## config.mk

```make
export PLATFORM = sky130hd
export DESIGN_NAME = hsv_capture_ctrl
export DESIGN_NICKNAME = d
export VERILOG_FILES = /design/src/rtl/hsv_capture_ctrl.sv
export SDC_FILE = /design/constraint.sdc
export NUM_CORES = 1
export LEC_CHECK = 0
export BUFFER_PORTS_ARGS = -buffer_cell sky130_fd_sc_hd__buf_2
export CORE_MARGIN = 5
export CORE_UTILIZATION = 56
export CTS_CLUSTER_SIZE = 10
export DETAILED_ROUTE_END_ITERATION = 8
export HOLD_SLACK_MARGIN = 0.1
export PLACE_DENSITY_LB_ADDON = 0.05
export SYNTH_ARGS = -nofsm -noshare
export SYNTH_HDL_FRONTEND = slang
export SYNTH_SLANG_ARGS = --single-unit
```

## constraint.sdc

```tcl
create_clock -name clk -period 4 [get_ports clk]
set_input_delay 0.4 -clock clk [delete_from_list [all_inputs] [get_ports clk]]
set_output_delay 0.4 -clock clk [all_outputs]
set_load 0.01 [all_outputs]
```

## src/rtl/hsv_capture_ctrl.sv

```systemverilog
// hsv_capture_ctrl: frame-capture sequencer between the HSV stage and the
// frame-buffer writer. Accepts a capture request, discards a programmable
// number of whole frames, then forwards exactly one frame with x/y tags and a
// saturation/value threshold mask. Reports a good frame, or a short frame, a
// long frame or a vsync timeout.
`timescale 1ns/1ps

module hsv_capture_ctrl #(
  parameter int unsigned H_ACT   = 640,
  parameter int unsigned V_ACT   = 480,
  parameter logic [23:0] TIMEOUT = 24'd5_000_000
) (
  input  logic        clk,
  input  logic        rst,
  input  logic        cap_req,
  output logic        cap_ack,
  input  logic [3:0]  skip_n,
  input  logic [7:0]  sat_th_in,
  input  logic [7:0]  val_th_in,
  input  logic        hsv_hs,
  input  logic        hsv_vs,
  input  logic        hsv_de,
  input  logic [23:0] hsv,
  output logic        out_vs,
  output logic        out_de,
  output logic [23:0] out_data,
  output logic        out_mask,
  output logic [9:0]  out_x,
  output logic [8:0]  out_y,
  output logic        busy,
  output logic        cap_done,
  output logic        cap_err
);

  localparam logic [18:0] PIX_TOTAL = 19'(H_ACT * V_ACT);
  localparam logic [9:0]  X_LAST    = 10'(H_ACT - 1);
  localparam logic [23:0] TMO_LAST  = TIMEOUT - 24'd1;

  typedef enum logic [1:0] {
    StIdle,
    StArm,
    StCapture
  } state_t;

  state_t      state;
  logic        hsv_vs_d;
  logic        vs_rise;
  logic        tmo_hit;
  logic        pix_mask;
  logic        pix_room;
  logic [3:0]  skip_cnt;
  logic [23:0] tmo_cnt;
  logic [18:0] pix_cnt;
  logic [9:0]  x_cnt;
  logic [8:0]  y_cnt;
  logic        ovf;
  logic [7:0]  sat_th;
  logic [7:0]  val_th;

  // hsync carries no information the sequencer needs; line structure comes
  // from hsv_de and the configured line length.
  logic unused_hs;
  assign unused_hs = hsv_hs;

  // Decode vsync edge, timeout, pixel mask and frame-capacity conditions.
  always_comb begin
    vs_rise  = hsv_vs & ~hsv_vs_d;
    tmo_hit  = (tmo_cnt == TMO_LAST);
    pix_mask = (hsv[15:8] >= sat_th) && (hsv[7:0] >= val_th);
    pix_room = (pix_cnt < PIX_TOTAL);
  end

  // Registered copy of vsync for edge detection.
  always_ff @(posedge clk or negedge rst) begin
    if (!rst) begin
      hsv_vs_d <= 1'b0;
    end else begin
      hsv_vs_d <= hsv_vs;
    end
  end

  // Capture sequencer with registered status pulses and pixel forwarding.
  always_ff @(posedge clk or negedge rst) begin
    if (!rst) begin
      state    <= StIdle;
      cap_ack  <= 1'b0;
      out_vs   <= 1'b0;
      out_de   <= 1'b0;
      out_data <= 24'd0;
      out_mask <= 1'b0;
      out_x    <= 10'd0;
      out_y    <= 9'd0;
      busy     <= 1'b0;
      cap_done <= 1'b0;
      cap_err  <= 1'b0;
      skip_cnt <= 4'd0;
      tmo_cnt  <= 24'd0;
      pix_cnt  <= 19'd0;
      x_cnt    <= 10'd0;
      y_cnt    <= 9'd0;
      ovf      <= 1'b0;
      sat_th   <= 8'd0;
      val_th   <= 8'd0;
    end else begin
      // Pulses and the forwarded strobe default low every cycle.
      cap_ack  <= 1'b0;
      out_vs   <= 1'b0;
      out_de   <= 1'b0;
      out_mask <= 1'b0;
      cap_done <= 1'b0;
      cap_err  <= 1'b0;

      unique case (state)
        StIdle: begin
          if (cap_req) begin
            cap_ack  <= 1'b1;
            skip_cnt <= skip_n;
            tmo_cnt  <= 24'd0;
            busy     <= 1'b1;
            state    <= StArm;
          end
        end

        StArm: begin
          if (vs_rise) begin
            tmo_cnt <= 24'd0;
            if (skip_cnt != 4'd0) begin
              skip_cnt <= skip_cnt - 4'd1;
            end else begin
              // Thresholds are frozen here so mid-frame writes cannot split
              // one frame across two mask settings.
              sat_th  <= sat_th_in;
              val_th  <= val_th_in;
              pix_cnt <= 19'd0;
              x_cnt   <= 10'd0;
              y_cnt   <= 9'd0;
              ovf     <= 1'b0;
              out_vs  <= 1'b1;
              state   <= StCapture;
            end
          end else if (tmo_hit) begin
            cap_err <= 1'b1;
            busy    <= 1'b0;
            state   <= StIdle;
          end else begin
            tmo_cnt <= tmo_cnt + 24'd1;
          end
        end

        StCapture: begin
          if (vs_rise) begin
            // Frame end always returns to idle; a held request is only seen
            // once the sequencer is back in idle.
            tmo_cnt <= 24'd0;
            busy    <= 1'b0;
            state   <= StIdle;
            if ((pix_cnt == PIX_TOTAL) && !ovf) begin
              cap_done <= 1'b1;
            end else begin
              cap_err <= 1'b1;
            end
          end else if (tmo_hit) begin
            cap_err <= 1'b1;
            busy    <= 1'b0;
            state   <= StIdle;
          end else begin
            tmo_cnt <= tmo_cnt + 24'd1;
            if (hsv_de) begin
              if (pix_room) begin
                out_de   <= 1'b1;
                out_data <= hsv;
                out_mask <= pix_mask;
                out_x    <= x_cnt;
                out_y    <= y_cnt;
                pix_cnt  <= pix_cnt + 19'd1;
                if (x_cnt == X_LAST) begin
                  x_cnt <= 10'd0;
                  y_cnt <= y_cnt + 9'd1;
                end else begin
                  x_cnt <= x_cnt + 10'd1;
                end
              end else begin
                // Excess pixels are dropped; the frame is reported as bad.
                ovf <= 1'b1;
              end
            end
          end
        end

        default: begin
          busy  <= 1'b0;
          state <= StIdle;
        end
      endcase
    end
  end

endmodule

```

==> results of run 1 <==
-- logic make-up (layout without fill, tap and decap cells) --
logic type               count (synthesis)  in the layout  synth area share, %
buffers and inverters                   76            178                 4.04
flip-flops                             136            136                 45.4
XOR/XNOR                                 1              1                0.117
multiplexers                            51             51                 7.57
AO/OA/AOI/OAI                          167            167                 15.9
adder cells (fa/ha/maj)                 26             26                 4.34
AND/OR/NAND/NOR                        313            313                 22.6
-- flip-flops by register name, summed over array words and instances, names as in the netlist, 2 cells and up --
| name | cells |
|---|---|
| sat_th | 8 |
| pix_cnt | 19 |
| skip_cnt | 4 |
| state | 2 |
| out_x | 10 |
| tmo_cnt | 24 |
| out_y | 9 |
| x_cnt | 10 |
| y_cnt | 9 |
| val_th | 8 |
| out_data | 24 |
-- per-stage QoR --
stage / setup slack [ns] / total power, mW / cells / instance area [sq um]
after detailed placement: 1.24 / 3.81 / 1016 / 8140
after floorplan: 1.77 / 3.18 / 770 / 7490
after CTS: 1.23 / 5.52 / 1048 / 8780
after global routing: 1.01 / 5.83 / 1048 / 8780
final: 1.22 / 5.49 / 1048 / 8780
after global placement: 1.35 / 3.70 / 1016 / 8140
-- worst paths after layout --
| kind | cells after the start | start | to |
|---|---|---|---|
| setup / recovery | 5 | state[1]$_DFFE_PN0P_ | val_th[5]$_DFFE_PN0P_ |
| hold / removal | 1 | hsv_vs | hsv_vs_d$_DFF_PN0_ |
| setup reg to reg | 5 | state[1]$_DFFE_PN0P_ | val_th[5]$_DFFE_PN0P_ |
| hold reg to reg | 2 | sat_th[0]$_DFFE_PN0P_ | sat_th[0]$_DFFE_PN0P_ |
| max in group asynchronous | 2 | rst | out_data[13]$_DFFE_PN0P_ |
| min in group asynchronous | 1 | rst | out_y[1]$_DFFE_PN0P_ |
-- power breakdown --
part           leakage [nW]  switching (mW)  internal, mW
clock                 0.308           0.593          1.09
sequential             1.75           0.274          1.74
combinational          1.91            1.03         0.760
-- synthesized netlist by cell type, types with 4 or more instances --
library cell	instances
o211ai_1	16
o21a_1	7
nand4_1	27
a21oi_1	28
nand3b_1	7
nor3_1	11
nor4_1	12
nor3b_1	7
o21ai_0	35
nand2_1	90
o311a_1	5
nand3_1	38
mux2_2	45
and3_1	13
a31oi_1	5
or4_1	9
mux2i_1	6
or3_1	10
nor2b_1	10
and2_1	6
inv_1	34
a211oi_1	4
a22o_1	4
o311ai_0	21
clkbuf_1	31
or2_2	8
and4_1	6
a221o_1	4
dfrtp_1	136
ha_1	26
o2111ai_1	5
buf_2	7
nor2_1	32
nand2b_1	10
nor4b_1	5
-- layer usage --
metal | vias to the layer above | GRT usage [%] | part of all wire [%]
met1 | 3245 | 32.9 | 43
met3 | 24 | 4.91 | 6.0
li1 | 3082 | - | -
met5 | - | 0 | 0
met4 | 0 | 8.55 | 1.4
met2 | 222 | 40.5 | 49
-- final cells by class --
type                       count  area (sq um)  area share, %
sequential                   136          3400           38.8
multi-input combinational    558          3790           43.2
tap                          176           220           2.51
clock buffer                  20           467           5.32
inverter                      35           131           1.50
clock inverter                12           171           1.95
timing repair buffer         111           594           6.77
-- placed cells by master, fill, tap and decap left out, drive strengths merged, types with 6 or more instances in the layout --
master | Yosys | final
nor2b | 10 | 10
nor3 | 11 | 11
and3 | 13 | 13
mux2 | 45 | 45
o311ai | 23 | 23
o211ai | 16 | 16
or3 | 11 | 11
nand4 | 27 | 27
nor3b | 7 | 7
ha | 26 | 26
nor2 | 32 | 32
nand2b | 10 | 10
nand3b | 7 | 7
and2 | 6 | 6
buf | 9 | 111
nor4b | 6 | 6
o21a | 7 | 7
nor4 | 12 | 12
mux2i | 6 | 6
nand2 | 90 | 90
dfrtp | 136 | 136
nand3 | 38 | 38
o21ai | 37 | 37
or2 | 8 | 8
inv | 35 | 36
clkbuf | 32 | 20
and4 | 7 | 7
a21oi | 28 | 28
or4 | 9 | 9
==> impl_metrics.ini, run 1 <==
[run_status]
status = finished clean

[sta]
fmax_ghz = 0.360
rsz0062_at_grt = no
slew_violations = 0
hold_slack_ns = 0.132
slew_headroom_pct = 22.7
worstMarginPinSlew_ns = 1.15
fin_setup_tns_ns = 0
fin_crit_ns = 2.78
hold_violations = 0
finClkSkew_ns = 0.0113
final-setup-viol-count = 0
finalCritPeriodShare_pct = 69.4

[clock_tree]
numCtsBuffers = 17
htree_levels = 4
cts_tree = yes
cts_sinks = 136
worstSkewPairLatency_ns = 0.43
cts_root_buf = clkbuf_16
cts_resized = 0
post_cts_buffers = 0
clk_path_buf_depth = 2
cts-hold-fix-buffers = 0
path_clk_slew_ns = 0.06

[synth]
synth-async-reset-ratio_pct = 100
synth_top_cell_by_area = dfrtp_1
synthFlopType = dfrtp_1
synth.area.top_cells = dfrtp_1 45%, mux2_2 6.8%, nand2_1 4.5%
synth-edff-count = 0
yosys.area.top_type_share_pct = 45.4
yosys_register_bits = 136
synth_nets = 846
ys.warnings.count = 0
synthDistinctLibCells = 66
avgSynthCellArea_sq_um = 9.73
ys_seq_area_share_pct = 45.4
synth_area_sq_mm = 0.00749
synthCells = 770

[critical_path]
crit_top_cell = inv_1
crit_slowest_cell = inv_1
worst_path_largest_cell_delay_ns = 0.81
ff2ff_setup_slack_ns = 1.22
path_cells = inv_1 -> ha_1 -> nand3_1 -> inv_1 -> o21ai_0
critPathRequiredTime_ns = 4.25
critical_path.n_buffers_inverters = 2
end_kind = register
critical_path_arrival_ns = 3.03
critPathMaxFanout = 31
start_kind = register
critPathKind = reg -> reg
crit_family = buffers and inverters

[detailed_routing]
avgViaCountPerCell = 6.27
drtAntennaViolNets = 0
wirelength_um = 19300
vias = 6573
drt_iter0_markers = 577
drc = 0
firstDrtPassIters = 5
wire_per_inst_um = 18.4

[hold_path]
hp-class = in -> reg

[floorplan]
start_util_pct = 56.8
rows = 42
die_x_um = 126
ioPinCount = 100
die_area_sq_mm = 0.0158
core_area_sq_mm = 0.0132
die_y_um = 126

[global_routing]
grt_util_all_layers_pct = 24.7
antenna_found_initial = 0
grt_pass1_wl_um = 32200
grt_pass1_vias = 6478
grt.overflow.total = 0
grt_max_degree = 117

[power_and_ir_drop]
power_density_mw_per_mm2 = 625
ir_drop_uv = 323
power.leakage_nw = 3.97

[cells_and_area]
n_fill_cell = 1067
drive_gt1_share_pct = 24.0
postLayoutCoreUtil_pct = 66.6
antenna_cells = 0
area_growth_pct = 17.2
fin_nets = 935

[placement]
place_congestion = 0.846
dp_hpwl_um = 13000
portBuffers = 98

[job]
drv_cap = 0
(Power assumes the default switching activity.)
==> inputs of run 2 (changes only) <==
--- a/config.mk
+++ b/config.mk
@@ -7,7 +7,7 @@
 export LEC_CHECK = 0
 export BUFFER_PORTS_ARGS = -buffer_cell sky130_fd_sc_hd__buf_2
 export CORE_MARGIN = 5
-export CORE_UTILIZATION = 56
+export CORE_UTILIZATION = 53
 export CTS_CLUSTER_SIZE = 10
 export DETAILED_ROUTE_END_ITERATION = 8
 export HOLD_SLACK_MARGIN = 0.1
==> constraint.sdc (replaced) <==
create_clock -name clk -period 2.45 [get_ports clk]
set_input_delay 0.245 -clock clk [delete_from_list [all_inputs] [get_ports clk]]
set_output_delay 0.245 -clock clk [all_outputs]
set_load 0.01 [all_outputs]
==> impl_metrics.ini, run 2 (synthesis gave the netlist of run 1 again) <==
[clock_tree]
cts_sinks = 136
numCtsBuffers = 17
clk_path_buf_depth = 2
path_clk_slew_ns = 0.06
htree_levels = 4
worstSkewPairLatency_ns = 0.42
cts_tree = yes
cts_root_buf = clkbuf_16

[cells_and_area]
antenna_cells = 0
design_area_sq_mm = 0.00947
postLayoutCoreUtil_pct = 68.3
reg_top3 = out_data (24), tmo_cnt (24), pix_cnt (19)
area_growth_pct = 26.5
drive_gt1_share_pct = 25.3
fin_nets = 1014
n_fill_cell = 1072
final_common_cell = dfrtp_1
layout_common_cells = 136 x dfrtp_1, 97 x buf_2, 90 x nand2_1

[critical_path]
critPathMaxFanout = 23
end_kind = register
start_kind = register
path_cells = or2_2 -> o311a_1 -> or3_1 -> buf_4 -> inv_2 -> buf_12 -> mux2_2
critPathRequiredTime_ns = 2.74
timing.rr.start = pix_cnt[17]$_DFFE_PN0P_
worst_path_largest_cell_delay_ns = 0.42
critical_path_arrival_ns = 2.66
critPathKind = reg -> reg
startpoint = pix_cnt[17]$_DFFE_PN0P_
crit_slowest_cell = dfrtp_1

[placement]
placed_cell_area_sq_mm = 0.00847
portBuffers = 98
dp_hpwl_um = 13600
place_congestion = 0.871

[job]
drv_cap = 0

[global_routing]
grt_max_degree = 63
use_met1_pct = 32.5
grt_pass1_wl_um = 33100
grtUsageMet3_pct = 4.57
grt_pass1_vias = 6821
grt.overflow.total = 0
antenna_found_initial = 0
grt_busiest_layer = met2
grt_util_all_layers_pct = 24.4
use_met2_pct = 40.4

[sta]
fin_crit_ns = 2.37
rsz0062_at_grt = no
slew_headroom_pct = 59.4
worstMarginPinSlew_ns = 0.604
final-setup-viol-count = 0
hold_violations = 0
finClkSkew_ns = 0.00605
fmax_ghz = 0.422
finalCritPeriodShare_pct = 96.7
slew_violations = 0
fin_setup_tns_ns = 0

[power_and_ir_drop]
power_density_mw_per_mm2 = 941
power.leakage_nw = 4.32
ir_drop_uv = 510

[floorplan]
die_y_um = 129
start_util_pct = 53.9
die_area_sq_mm = 0.0166
rows = 43
core_area_sq_mm = 0.0139
ioPinCount = 100
die_x_um = 129

[hold_path]
min_from = hsv[15]
hp-class = in -> reg

[detailed_routing]
drc = 0
avgViaCountPerCell = 6.05
drtAntennaViolNets = 0
wire_per_inst_um = 17.5
vias = 6829
drt_iter0_markers = 570
firstDrtPassIters = 6
wirelength_um = 19800

[run_status]
status = finished clean
[run 2: worst paths after layout]
kind / end / slack [ns] / cells past startpoint
max: out_data[21]$_DFFE_PN0P_ / 0.08 / 7
min: out_data[15]$_DFFE_PN0P_ / 0.13 / 2
max reg2reg: out_data[21]$_DFFE_PN0P_ / 0.08 / 7
min reg2reg: sat_th[0]$_DFFE_PN0P_ / 0.49 / 2
max in group asynchronous: pix_cnt[4]$_DFFE_PN0P_ / 1.33 / 3
min in group asynchronous: out_data[6]$_DFFE_PN0P_ / 0.37 / 2
[run 2: where the power goes]
part / total (mW) / internal, mW / switching (mW) / leakage, nW
clock: 2.47 / 1.53 / 0.940 / 0.278
combinational: 3.22 / 1.45 / 1.77 / 2.29
sequential: 3.22 / 2.84 / 0.382 / 1.75
[run 2: timing repair]
| item | 4_1_cts | 5_1_grt |
|---|---|---|
| endpoints found under the setup margin | 0 | 5 |
| resized for setup | 0 | 5 |
| hold buffers | 44 | 0 |
| hold endpoints to repair | 103 | 0 |
| buffers inserted | 0 | 0 |
[run 2: layout make-up]
type | instances | area (sq um) | share of cell area, %
Tap cell | 180 | 225 | 2.38
Sequential cell | 136 | 3400 | 35.9
Clock inverter | 9 | 101 | 1.07
Clock buffer | 21 | 460 | 4.86
Timing Repair Buffer | 190 | 1360 | 14.4
Multi-Input combinational cell | 558 | 3790 | 40.0
Inverter | 35 | 131 | 1.39
[run 2: through the flow]
step	cells	power, mW	setup WS, ns	hold WS (ns)
floorplan	770	5.20	0.217	-0.0506
global placement	1055	6.28	0.146	0.257
finish	1129	8.92	0.0798	0.129
detailed placement	1055	6.42	0.0822	0.258
CTS	1129	8.96	0.0743	0.109
global route	1129	9.50	0.0182	0.116
[run 2: routing by layer]
layer	part of all wire [%]	wire, um
met1	43	8530
met2	49	9740
met3	6.1	1200
met4	1.4	282
met5	0	0
[run 2: worst max-delay path: cells and delay by family (launching register included)]
family	cells	cell delay, ns
AND/OR/NAND/NOR	2	0.71
flip-flops	1	0.42
buffers and inverters	3	0.41
multiplexers	1	0.35
AO/OA/AOI/OAI	1	0.33
==> inputs of run 3 (changes only) <==
--- a/config.mk
+++ b/config.mk
@@ -6,6 +6,7 @@
 export NUM_CORES = 1
 export LEC_CHECK = 0
 export BUFFER_PORTS_ARGS = -buffer_cell sky130_fd_sc_hd__buf_2
+export CORE_ASPECT_RATIO = 1.75
 export CORE_MARGIN = 5
 export CORE_UTILIZATION = 53
 export CTS_CLUSTER_SIZE = 10
==> impl_metrics.ini, run 3 (synthesis gave the netlist of run 1 again) <==
[critical_path]
startpoint = skip_cnt[0]$_DFFE_PN0P_
end_kind = register
crit_slowest_cell = or3b_2
path_depth = 8
worst_path_largest_cell_delay_ns = 0.50
critPathMaxFanout = 19
crit_family = simple AND/OR/NAND/NOR gates
ff2ff_setup_slack_ns = 0.09
critPathKind = reg -> reg
start_kind = register
worst_r2r_endpoint = x_cnt[6]$_DFFE_PN0P_
timing.rr.start = skip_cnt[0]$_DFFE_PN0P_
ff2ff_path_depth = 8
critical_path_arrival_ns = 2.65
critPathRequiredTime_ns = 2.74
critical_path.n_buffers_inverters = 2
path_cells = inv_1 -> ha_1 -> or3b_2 -> o21a_1 -> nor2_1 -> buf_12 -> nand3b_1 -> o311ai_0

[cells_and_area]
multi_input_area_sq_mm = 0.00379
instances_no_fill = 1124
drive_gt1_share_pct = 25.4
regArea_sq_mm = 0.00340
design_area_sq_mm = 0.00942
n_fill_cell = 1074
fin_nets = 1010
layout_common_cells = 136 x dfrtp_1, 97 x buf_2, 90 x nand2_1
antenna_cells = 0
reg_top3 = out_data (24), tmo_cnt (24), pix_cnt (19)
area_growth_pct = 25.8
final_common_cell = dfrtp_1

[detailed_routing]
avgViaCountPerCell = 6.07
drc = 0
wirelength_um = 20400
drtAntennaViolNets = 0
firstDrtPassIters = 5
vias = 6818
wire_per_inst_um = 18.1
drt_iter0_markers = 414

[sta]
rsz0062_at_grt = no
hold_violations = 0
slew_violations = 0
worstMarginPinSlew_ns = 0.613
final-setup-viol-count = 0
fmax_ghz = 0.424
fin_crit_ns = 2.36
finClkSkew_ns = 0.0123
fin_setup_tns_ns = 0
finalCritPeriodShare_pct = 96.2
slew_headroom_pct = 59.1

[clock_tree]
cts_sinks = 136
cts_tree = yes
cts_root_buf = clkbuf_16
numCtsBuffers = 17
post_cts_buffers = 0
worstSkewPairLatency_ns = 0.42
htree_levels = 4
path_clk_slew_ns = 0.06
clk_path_buf_depth = 2

[floorplan]
start_util_pct = 53.8
die_y_um = 167
die_area_sq_mm = 0.0167
rows = 57
core_area_sq_mm = 0.0139
ioPinCount = 100
die_x_um = 99.9

[power_and_ir_drop]
ir_drop_uv = 645
power.leakage_nw = 4.28
power_density_mw_per_mm2 = 943

[run_status]
status = finished clean

[hold_path]
hold_depth = 2
min_to = cap_ack$_DFF_PN0_
min_from = cap_req
hp-class = in -> reg

[placement]
place_congestion = 0.922
dp_hpwl_um = 14600
placed_cell_area_sq_mm = 0.00844
dp.cells = 1050
portBuffers = 98

[global_routing]
grt_util_all_layers_pct = 24.8
grt_max_degree = 65
grt_pass1_vias = 7064
antenna_found_initial = 0
grt_pass1_wl_um = 33700
grt.overflow.total = 0

[job]
drv_cap = 0
-- run 3: cell types whose count changed in the layout (fill, tap and decap cells not counted), sizes merged --
cell | previous run | this run
inv | 35 | 43
clkbuf | 21 | 18
clkinv | 6 | 3
buf | 146 | 144
bufinv | 2 | 0
clkinvlp | 1 | 3
dlygate4sd3 | 44 | 42
-- run 3: worst max path at each step --
| stage | to | slack [ns] |
|---|---|---|
| CTS | x_cnt[6]$_DFFE_PN0P_ | 0.09 |
| floorplan | pix_cnt[17]$_DFFE_PN0P_ | 0.22 |
| global route | x_cnt[8]$_DFFE_PN0P_ | 0.009 |
| global placement | pix_cnt[5]$_DFFE_PN0P_ | 0.19 |
| detailed placement | x_cnt[6]$_DFFE_PN0P_ | 0.11 |
| finish | x_cnt[6]$_DFFE_PN0P_ | 0.09 |
-- run 3: per-stage QoR --
step,setup slack [ns],hold slack (ns),util (%),power [mW]
after floorplan,0.217,-0.0506,-,5.20
final,0.0937,0.116,67.7,8.88
after global placement,0.186,0.285,60.7,6.27
after detailed placement,0.111,0.274,60.7,6.43
after global routing,0.00888,0.131,67.7,9.45
after CTS,0.0875,0.108,67.7,8.94
-- run 3: area by class of cell --
type,instances,area share (%)
clock inverters,14,1.39
flip-flops and latches,136,36.1
well taps,177,2.35
clock buffers,18,4.56
multi-input cells,558,40.3
inverters,35,1.39
repair buffers,186,13.9
-- run 3: worst register-to-register path, cell delays in order (launching register included) --
cell	delay (ns)
dfrtp_1	0.40
inv_1	0.07
ha_1	0.19
or3b_2	0.50
o21a_1	0.24
nor2_1	0.25
buf_12	0.20
nand3b_1	0.09
o311ai_0	0.29
-- run 3: power breakdown --
part	switching, mW	total [mW]	internal, mW
registers	0.380	3.22	2.84
clock network	1.10	2.44	1.34
logic	1.78	3.22	1.44
-- run 3: metal layers --
metal / global-route usage (%) / up-vias / wire length [um]
met3: 4.04 / 55 / 825
li1: - / 3215 / -
met4: 11.7 / 0 / 806
met5: 0 / - / 0
met1: 27.1 / 3339 / 7640
met2: 45.7 / 209 / 11100
-- run 3: repair_timing --
action,CTS,global route
resized for setup,0,0
hold buffers,42,0
hold endpoints to repair,102,0
setup endpoints to repair,0,0
